<file path="config.mk">
export PLATFORM = sky130hd
export DESIGN_NAME = riscv_tag_check_unit
export DESIGN_NICKNAME = d
export VERILOG_FILES = /design/src/rtl/riscv_tag_check_unit_pkg.sv /design/src/rtl/riscv_tag_check_cmp.sv /design/src/rtl/riscv_tag_check_unit.sv
export SDC_FILE = /design/constraint.sdc
export NUM_CORES = 1
export LEC_CHECK = 0
export CORE_MARGIN = 2
export CORE_UTILIZATION = 52
export DETAILED_ROUTE_END_ITERATION = 10
export GPL_TIMING_DRIVEN = 0
export PLACE_DENSITY_LB_ADDON = 0.12
export SYNTH_ARGS = -nofsm -noshare
export SYNTH_HDL_FRONTEND = slang
export SYNTH_SLANG_ARGS = --single-unit
export TNS_END_PERCENT = 50
</file>
<file path="constraint.sdc">
create_clock -name clk -period 3 [get_ports clk]
set_input_delay 0.45 -clock clk [delete_from_list [all_inputs] [get_ports clk]]
set_output_delay 0.45 -clock clk [all_outputs]
set_load 0.02 [all_outputs]
</file>
<file path="src/rtl/riscv_tag_check_unit_pkg.sv">
// Shared definitions for the DIFT tag check path: check-mode encodings and FSM states.
// Holds the riscv_defines additions used by the tag check unit and its comparator.
package riscv_tag_check_unit_pkg;

  localparam int CHK_MODE_WIDTH = 2;

  localparam logic [CHK_MODE_WIDTH-1:0] CHK_MODE_OFF = 2'b00;
  localparam logic [CHK_MODE_WIDTH-1:0] CHK_MODE_A   = 2'b01;
  localparam logic [CHK_MODE_WIDTH-1:0] CHK_MODE_B   = 2'b10;
  localparam logic [CHK_MODE_WIDTH-1:0] CHK_MODE_AB  = 2'b11;

  typedef enum logic {
    TCHK_IDLE,
    TCHK_TRAP
  } tag_chk_state_e;

  function automatic logic mode_checks_a(input logic [CHK_MODE_WIDTH-1:0] mode);
    return (mode == CHK_MODE_A) || (mode == CHK_MODE_AB);
  endfunction

  function automatic logic mode_checks_b(input logic [CHK_MODE_WIDTH-1:0] mode);
    return (mode == CHK_MODE_B) || (mode == CHK_MODE_AB);
  endfunction

endpackage

</file>
<file path="src/rtl/riscv_tag_check_cmp.sv">
// Combinational tag comparator: masks operand tags against the TCR mask and picks the
// offending operand (A wins over B). Shared with the load/store tag checker.
module riscv_tag_check_cmp
  import riscv_tag_check_unit_pkg::*;
#(
  parameter int TAG_WIDTH = 32
) (
  input  logic [CHK_MODE_WIDTH-1:0] mode,
  input  logic [TAG_WIDTH-1:0]      mask,
  input  logic [TAG_WIDTH-1:0]      tag_a,
  input  logic [TAG_WIDTH-1:0]      tag_b,
  output logic                      hit_a,
  output logic                      hit_b,
  output logic                      cause,
  output logic [TAG_WIDTH-1:0]      masked_tag
);

  logic [TAG_WIDTH-1:0] masked_a;
  logic [TAG_WIDTH-1:0] masked_b;

  assign masked_a = tag_a & mask;
  assign masked_b = tag_b & mask;

  assign hit_a = mode_checks_a(mode) && (masked_a != '0);
  assign hit_b = mode_checks_b(mode) && (masked_b != '0);

  assign cause      = ~hit_a;
  assign masked_tag = hit_a ? masked_a : masked_b;

endmodule

</file>
<file path="src/rtl/riscv_tag_check_unit.sv">
// DIFT tag check unit: checks source-operand tags one cycle after issue and raises a held
// security exception until acknowledged. DIFT_VIOLATION_COUNT_EN adds a saturating violation counter.
module riscv_tag_check_unit
  import riscv_tag_check_unit_pkg::*;
#(
  parameter int TAG_WIDTH = 32,
  parameter int PC_WIDTH  = 32
`ifdef DIFT_VIOLATION_COUNT_EN
  , parameter int CNT_WIDTH = 16
`endif
) (
  input  logic                      clk,
  input  logic                      rst,
  input  logic                      valid_i,
  output logic                      ready_o,
  input  logic [CHK_MODE_WIDTH-1:0] check_mode_i,
  input  logic [TAG_WIDTH-1:0]      check_mask_i,
  input  logic [TAG_WIDTH-1:0]      tag_a_i,
  input  logic [TAG_WIDTH-1:0]      tag_b_i,
  input  logic [PC_WIDTH-1:0]       pc_i,
  input  logic                      flush_i,
  output logic                      chk_pass_o,
  output logic                      exc_req_o,
  input  logic                      exc_ack_i,
  output logic [PC_WIDTH-1:0]       exc_pc_o,
  output logic [TAG_WIDTH-1:0]      exc_tag_o,
  output logic                      exc_cause_o
`ifdef DIFT_VIOLATION_COUNT_EN
  , input  logic                    viol_cnt_clr_i
  , output logic [CNT_WIDTH-1:0]    viol_cnt_o
`endif
);

  tag_chk_state_e state;

  logic                      stage_valid;
  logic [CHK_MODE_WIDTH-1:0] stage_mode;
  logic [TAG_WIDTH-1:0]      stage_mask;
  logic [TAG_WIDTH-1:0]      stage_tag_a;
  logic [TAG_WIDTH-1:0]      stage_tag_b;
  logic [PC_WIDTH-1:0]       stage_pc;

  logic                 hit_a;
  logic                 hit_b;
  logic                 cmp_cause;
  logic [TAG_WIDTH-1:0] cmp_tag;

  logic accept;
  logic eval;
  logic trap_go;

  riscv_tag_check_cmp #(
    .TAG_WIDTH (TAG_WIDTH)
  ) u_cmp (
    .mode       (stage_mode),
    .mask       (stage_mask),
    .tag_a      (stage_tag_a),
    .tag_b      (stage_tag_b),
    .hit_a      (hit_a),
    .hit_b      (hit_b),
    .cause      (cmp_cause),
    .masked_tag (cmp_tag)
  );

  // A flush kills both the incoming request and whatever sits in the stage register.
  assign ready_o    = (state == TCHK_IDLE);
  assign exc_req_o  = (state == TCHK_TRAP);
  assign accept     = valid_i & ready_o & ~flush_i;
  assign eval       = ready_o & stage_valid & ~flush_i;
  assign trap_go    = eval & (hit_a | hit_b);
  assign chk_pass_o = eval & ~(hit_a | hit_b);

  always_ff @(posedge clk) begin
    if (rst) begin
      state       <= TCHK_IDLE;
      stage_valid <= 1'b0;
      stage_mode  <= CHK_MODE_OFF;
      stage_mask  <= '0;
      stage_tag_a <= '0;
      stage_tag_b <= '0;
      stage_pc    <= '0;
      exc_pc_o    <= '0;
      exc_tag_o   <= '0;
      exc_cause_o <= 1'b0;
    end else begin
      case (state)
        TCHK_IDLE: begin
          // The request accepted alongside a violation is dropped; the controller flushes anyway.
          stage_valid <= accept & ~trap_go;
          if (accept) begin
            stage_mode  <= check_mode_i;
            stage_mask  <= check_mask_i;
            stage_tag_a <= tag_a_i;
            stage_tag_b <= tag_b_i;
            stage_pc    <= pc_i;
          end
          if (trap_go) begin
            state       <= TCHK_TRAP;
            exc_pc_o    <= stage_pc;
            exc_tag_o   <= cmp_tag;
            exc_cause_o <= cmp_cause;
          end
        end
        TCHK_TRAP: begin
          stage_valid <= 1'b0;
          if (exc_ack_i) begin
            state <= TCHK_IDLE;
          end
        end
        default: begin
          state       <= TCHK_IDLE;
          stage_valid <= 1'b0;
        end
      endcase
    end
  end

`ifdef DIFT_VIOLATION_COUNT_EN
  always_ff @(posedge clk) begin
    if (rst || viol_cnt_clr_i) begin
      viol_cnt_o <= '0;
    end else if (trap_go && (viol_cnt_o != '1)) begin
      viol_cnt_o <= viol_cnt_o + 1'b1;
    end
  end
`endif

endmodule

</file>
==> impl_metrics.csv, run 1 <==
group,metric,value,unit
placed_design,dp_cells,1286,
sta,timing.final.ws_setup,0.235,ns
placed_design,globalplace.congestion,0.959,
sta,max_slew_margin,47.4,%
grt,grt_usage,29.6,%
yosys,seq_area_frac_synth,52.1,%
hold_path,hp-start,"stage_pc[11]",
detailed_routing,drc,0,
detailed_routing,detail-route-antenna-nets,0,
cells_and_area,final_core_util,72.5,%
sta,fin_crit_sh,92.2,%
worst_setup_path,crit_fanout,10,
clock_network,root_buffer,"clkbuf_16",
worst_setup_path,start_kind,"flip-flop",
worst_setup_path,reg2regPathDepth,9,
placed_design,port_buffers,201,
cells_and_area,layout-drive-gt1-share,6.70,%
yosys,avgSynthCellArea,8.40,um^2
detailed_routing,dr.pass1.iters,5,
yosys,synth_top_family_by_area,"simple AND/OR/NAND/NOR gates",
power,p_total,5.58,mW
grt,grt_start_max_net_pins,17,
hold_path,min_path_cells,2,
sta,rsz0062_at_grt,"no",
sta,setup_viol,0,
cells_and_area,area_delta_synth_final,37.7,%
detailed_routing,wl_per_cell,17.7,um
clock_network,postCtsHoldBufs,0,
yosys,muxShareOfSynthArea,8.99,%
placed_design,dp_hpwl,17100,um
cells_and_area,antennaDiodeCount,0,
hold_path,worst_hold_path.endpoint,"stage_pc[11]",
yosys,yosys_warnings,0,
placed_design,dp_worst_setup_slack,-0.105,ns
worst_setup_path,r2r_setup_slack,0.44,ns
cells_and_area,stdcell_area,0.0104,mm^2
detailed_routing,drt_iter0_drc,667,
floorplan,dieArea,0.0155,mm^2
grt,grt_pass1_vias,6941,
yosys,synth_top_cell_area_share,52.1,%
floorplan,die_w,125,um
placed_design,dpl-instance-area,0.00981,mm^2
yosys,synth_xor_area_share,0,%
yosys,yosys.area_share.adder,0,%
power,power_density,535,mW/mm^2
clock_network,cts.sinks,197,
detailed_routing,viasPerCell,5.44,
grt,grt_pass1_wl,36200,um
worst_setup_path,required,2.55,ns
grt,grt_overflow_total,0,
sta,finalHoldViolCount,0,
cells_and_area,stdcell_count,1318,
floorplan,die_h,125,um
floorplan,coreArea,0.0144,mm^2
hold_path,min_path_type,"reg -> reg",
power,max-vdd-ir-drop,524,uV
clock_network,htreeDepth,4,
worst_setup_path,worstPathArrival,2.31,ns
clock_network,cts_buffer_depth,2,
yosys,yosys-top-cells-area,"dfxtp_1 52%, nand2_1 13%, a21oi_1 11%",
floorplan,ioPinCount,203,
sta,max_slew.worst_pin.slew,0.789,ns
detailed_routing,vias,7169,
grt,grt_antenna_before_repair,0,
sta,finClkSkew,0.00784,ns
clock_network,clock_latency,0.43,ns
sta,max_freq,362,MHz
sta,period_needed,2.76,ns
worst_setup_path,reg2reg_from,"stage_mask[1]",
yosys,netlist_area,0.00757,mm^2
worst_setup_path,path_class,"reg -> out",
sta,fin_setup_tns,0,ns
clock_network,clk_pin_slew,0.07,ns
yosys,synth_cells,901,
yosys,synth_compound_area_share,14.5,%
yosys,synth_top_area_cell,"dfxtp_1",
detailed_routing,drt-total-wl,23300,um
power,p_leak,3.67,nW
worst_setup_path,r2r_end,"exc_tag_o[15]",
floorplan,start_util,52.7,%
floorplan,row_count,44,
cells_and_area,finish.net_count,1257,
yosys,yosysUniqueCellTypes,21,
clock_network,cts_tree,"yes",
worst_setup_path,endpoint_kind,"output port",
yosys,syn_nets,1036,
flow_run,maxCapViolCount,0,
outcome,status,"completed",
yosys,yosys.area_share.simple,20.6,%
sta,fin_hold_ws,0.456,ns
sta,slew_viol_final,0,
clock_network,cts_buffers,17,
yosys,ys_seq_elements,197,
[cells by family after synthesis]
kind of cell / after synthesis
mux: 64
buf+inv: 66
flops: 197
compound gates: 198
simple gates: 376
[synthesized netlist by cell type (all sizes together)]
cell type,number
a21oi,164
a22oi,32
and2,1
buf,10
clkbuf,54
dfxtp,197
inv,2
mux2,32
mux2i,32
nand2,263
nand2b,32
nand3,32
nand4,8
nor2,38
nor3,2
o41ai,2
[where the power goes]
| group | total [mW] | switching, mW | internal, mW |
|---|---|---|---|
| Sequential | 2.78 | 0.0795 | 2.70 |
| Combinational | 0.473 | 0.226 | 0.247 |
| Clock | 2.33 | 0.957 | 1.37 |
[worst max path at each step]
stage,start,endpoint,depth (start not counted)
global route,stage_mask[9],chk_pass_o,7
global placement,stage_mask[16],chk_pass_o,7
finish,stage_mask[1],chk_pass_o,7
detailed placement,stage_mask[16],chk_pass_o,7
floorplan,stage_mask[6],chk_pass_o,6
CTS,stage_mask[1],chk_pass_o,7
[cells in the final DEF (no fill, tap or decap), types with 8 or more instances in the layout]
cell,netlist,layout
nor2_1,38,38
nand2_1,263,263
dfxtp_1,197,197
a21oi_1,163,163
mux2i_1,32,32
nand3_1,32,32
clkdlybuf4s50_1,0,200
nand2b_1,32,32
clkbuf_1,54,57
a22oi_1,32,32
nand4_1,8,8
mux2_2,32,32
clkbuf_16,0,17
[worst max-delay path, cell delays in order (launching register included)]
cell	delay, ns
dfxtp_1	0.38
a22oi_1	0.31
nand4_1	0.19
o41ai_4	0.41
buf_6	0.21
nand2_1	0.07
nor2_1	0.12
clkbuf_2	0.20
[registers in the layout (all words and copies together), names as in the netlist]
signal,count
stage_tag_b,32
stage_tag_a,32
exc_cause_o,1
exc_tag_o,32
exc_req_o,1
exc_pc_o,32
stage_mode,2
stage_valid,1
stage_pc,32
stage_mask,32
[routing by layer]
metal  track usage [%]  routed length (um)  up-vias
li1                  -                   -     3466
met1              35.7                9370     3358
met2              50.1               11300      299
met3              9.41                2040       46
met4              10.0                 635        0
met5                 0                   0        -
[cell type report]
class                      instances  area, um^2
buffer                            64         277
clock buffer                      23         478
clock inverter                     8         121
fill                            1166        3950
inverter                           2        7.51
multi-input combinational        638        3350
sequential                       197        3940
tap                              184         230
timing repair buffer             202        2010
[timing repair]
item,4_1_cts,5_1_grt
setup buffers,1,0
pin swaps,1,0
resized for setup,2,2
endpoints found under the setup margin,1,1
No activity file was read; power rests on OpenSTA's default activity.
==> run 2: changes to the inputs <==
- CORE_MARGIN: 2 -> 10
- RECOVER_POWER: default -> 25
==> run 2 against run 1 <==
Net effect: clock power down 7%; design area fell by 0.36%; die area is 27% higher; largest cell class unchanged.
==> impl_metrics.csv, run 2 (same netlist as run 1, synthesis figures left out) <==
group,metric,value,unit
outcome,status,"completed",
cells_and_area,stdcell_area,0.0104,mm^2
power,p_total,5.42,mW
sta,max_slew_margin,47.6,%
cells_and_area,finish.net_count,1257,
cells_and_area,area_delta_synth_final,37.2,%
flow_run,maxCapViolCount,0,
floorplan,start_util,52.5,%
sta,max_slew.worst_pin.slew,0.786,ns
clock_network,root_buffer,"clkbuf_16",
sta,finClkSkew,0.00955,ns
sta,setup_viol,0,
sta,timing.final.ws_setup,0.275,ns
power,max-vdd-ir-drop,579,uV
hold_path,hp-start,"stage_pc[28]",
clock_network,htreeDepth,4,
grt,grt_usage,24.6,%
worst_setup_path,worstPathArrival,2.27,ns
sta,rsz0062_at_grt,"no",
worst_setup_path,start_kind,"flip-flop",
placed_design,port_buffers,201,
cells_and_area,final_core_util,72.0,%
grt,grt_overflow_total,0,
sta,fin_hold_ws,0.456,ns
worst_setup_path,required,2.55,ns
floorplan,die_w,141,um
detailed_routing,wl_per_cell,18.9,um
placed_design,globalplace.congestion,0.988,
floorplan,coreArea,0.0144,mm^2
cells_and_area,stdcell_count,1319,
floorplan,row_count,44,
placed_design,dp_cells,1286,
sta,period_needed,2.72,ns
worst_setup_path,crit_fanout,10,
detailed_routing,drc,0,
clock_network,cts_buffer_depth,2,
grt,grt_antenna_before_repair,2,
sta,slew_viol_final,0,
cells_and_area,final_cell_mix,"263 x nand2_1, 197 x dfxtp_1, 163 x a21oi_1, 163 x clkdlybuf4s50_1, 58 x clkbuf_1",
worst_setup_path,endpoint_kind,"output port",
worst_setup_path,cp-startpoint,"stage_mask[0]",
worst_setup_path,path_class,"reg -> out",
sta,max_freq,367,MHz
detailed_routing,detail-route-antenna-nets,0,
floorplan,ioPinCount,203,
cells_and_area,layout-drive-gt1-share,6.70,%
sta,fin_setup_tns,0,ns
sta,fin_crit_sh,90.8,%
grt,grt_pass1_wl,38800,um
hold_path,min_path_type,"reg -> reg",
floorplan,dieArea,0.0198,mm^2
power,switching_share,23.5,%
power,internal_power,4.14,mW
detailed_routing,drt_iter0_drc,597,
detailed_routing,viasPerCell,5.43,
cells_and_area,layout_commonest_cell,"nand2_1",
power,p_sw,1.27,mW
power,comb_power_share,8.7,%
sta,finalHoldViolCount,0,
detailed_routing,drt-total-wl,24900,um
worst_setup_path,reg2reg_from,"stage_mask[0]",
power,p_leak,3.77,nW
clock_network,cts_tree,"yes",
power,pwr-share-seq,51.2,%
clock_network,cts.sinks,197,
floorplan,die_h,141,um
grt,grt_pass1_vias,7321,
power,power_density,522,mW/mm^2
placed_design,dpl-instance-area,0.00981,mm^2
power,p_clk_share,40.1,%
grt,grt_start_max_net_pins,17,
detailed_routing,dr.pass1.iters,6,
placed_design,dp_hpwl,18800,um
detailed_routing,vias,7163,
clock_network,clk_pin_slew,0.07,ns
cells_and_area,antennaDiodeCount,0,
clock_network,cts_buffers,17,
clock_network,clock_latency,0.43,ns
placed_design,dp_worst_setup_slack,-0.134,ns
## run 2: area by class of cell
cell class | instances | area (um^2)
plain buffers | 64 | 277
clock buffers | 27 | 523
clock inverters | 5 | 38.8
fillers | 1192 | 4040
inverters | 2 | 7.51
multi-input cells | 638 | 3350
flip-flops and latches | 197 | 3940
well taps | 184 | 230
repair buffers | 202 | 2010
## run 2: worst paths after layout
kind,end,slack (ns),depth (start not counted)
min,stage_pc[28],0.46,2
min reg2reg,stage_pc[28],0.46,2
max,chk_pass_o,0.28,7
max reg2reg,exc_tag_o[22],0.45,9
## run 2: power groups by stage
| stage | registers (mW) | clock network (mW) | logic (mW) |
|---|---|---|---|
| 2_1_floorplan | 2.80 | 0 | 0.213 |
| 3_3_place_gp | 2.83 | 0 | 0.458 |
| 3_5_place_dp | 2.83 | 0 | 0.464 |
| 4_1_cts | 2.77 | 2.17 | 0.470 |
| 5_1_grt | 2.78 | 2.29 | 0.514 |
| 6_report | 2.77 | 2.17 | 0.471 |
## run 2: critical path, stage by stage (launching register included)
cell and delay [ns]:
dfxtp_1 0.36, a22oi_1 0.26, nand4_1 0.18, o41ai_4 0.45, buf_6 0.21, nand2_1 0.06, nor2_1 0.11, clkbuf_2 0.21
## run 2: layer usage
metal  vias up  GRT usage (%)  wire (um)
li1       3459              -          -
met2       295           41.7      12100
met3        39           9.81       2620
met1      3366           27.8       9690
met4         4           7.50        481
met5         -              0         26
## run 2: timing repair
item | in CTS | in global routing
setup endpoints to repair | 1 | 1
pin swaps | 1 | 0
hold buffers | 0 | 0
setup buffers | 1 | 0
resized for setup | 2 | 2
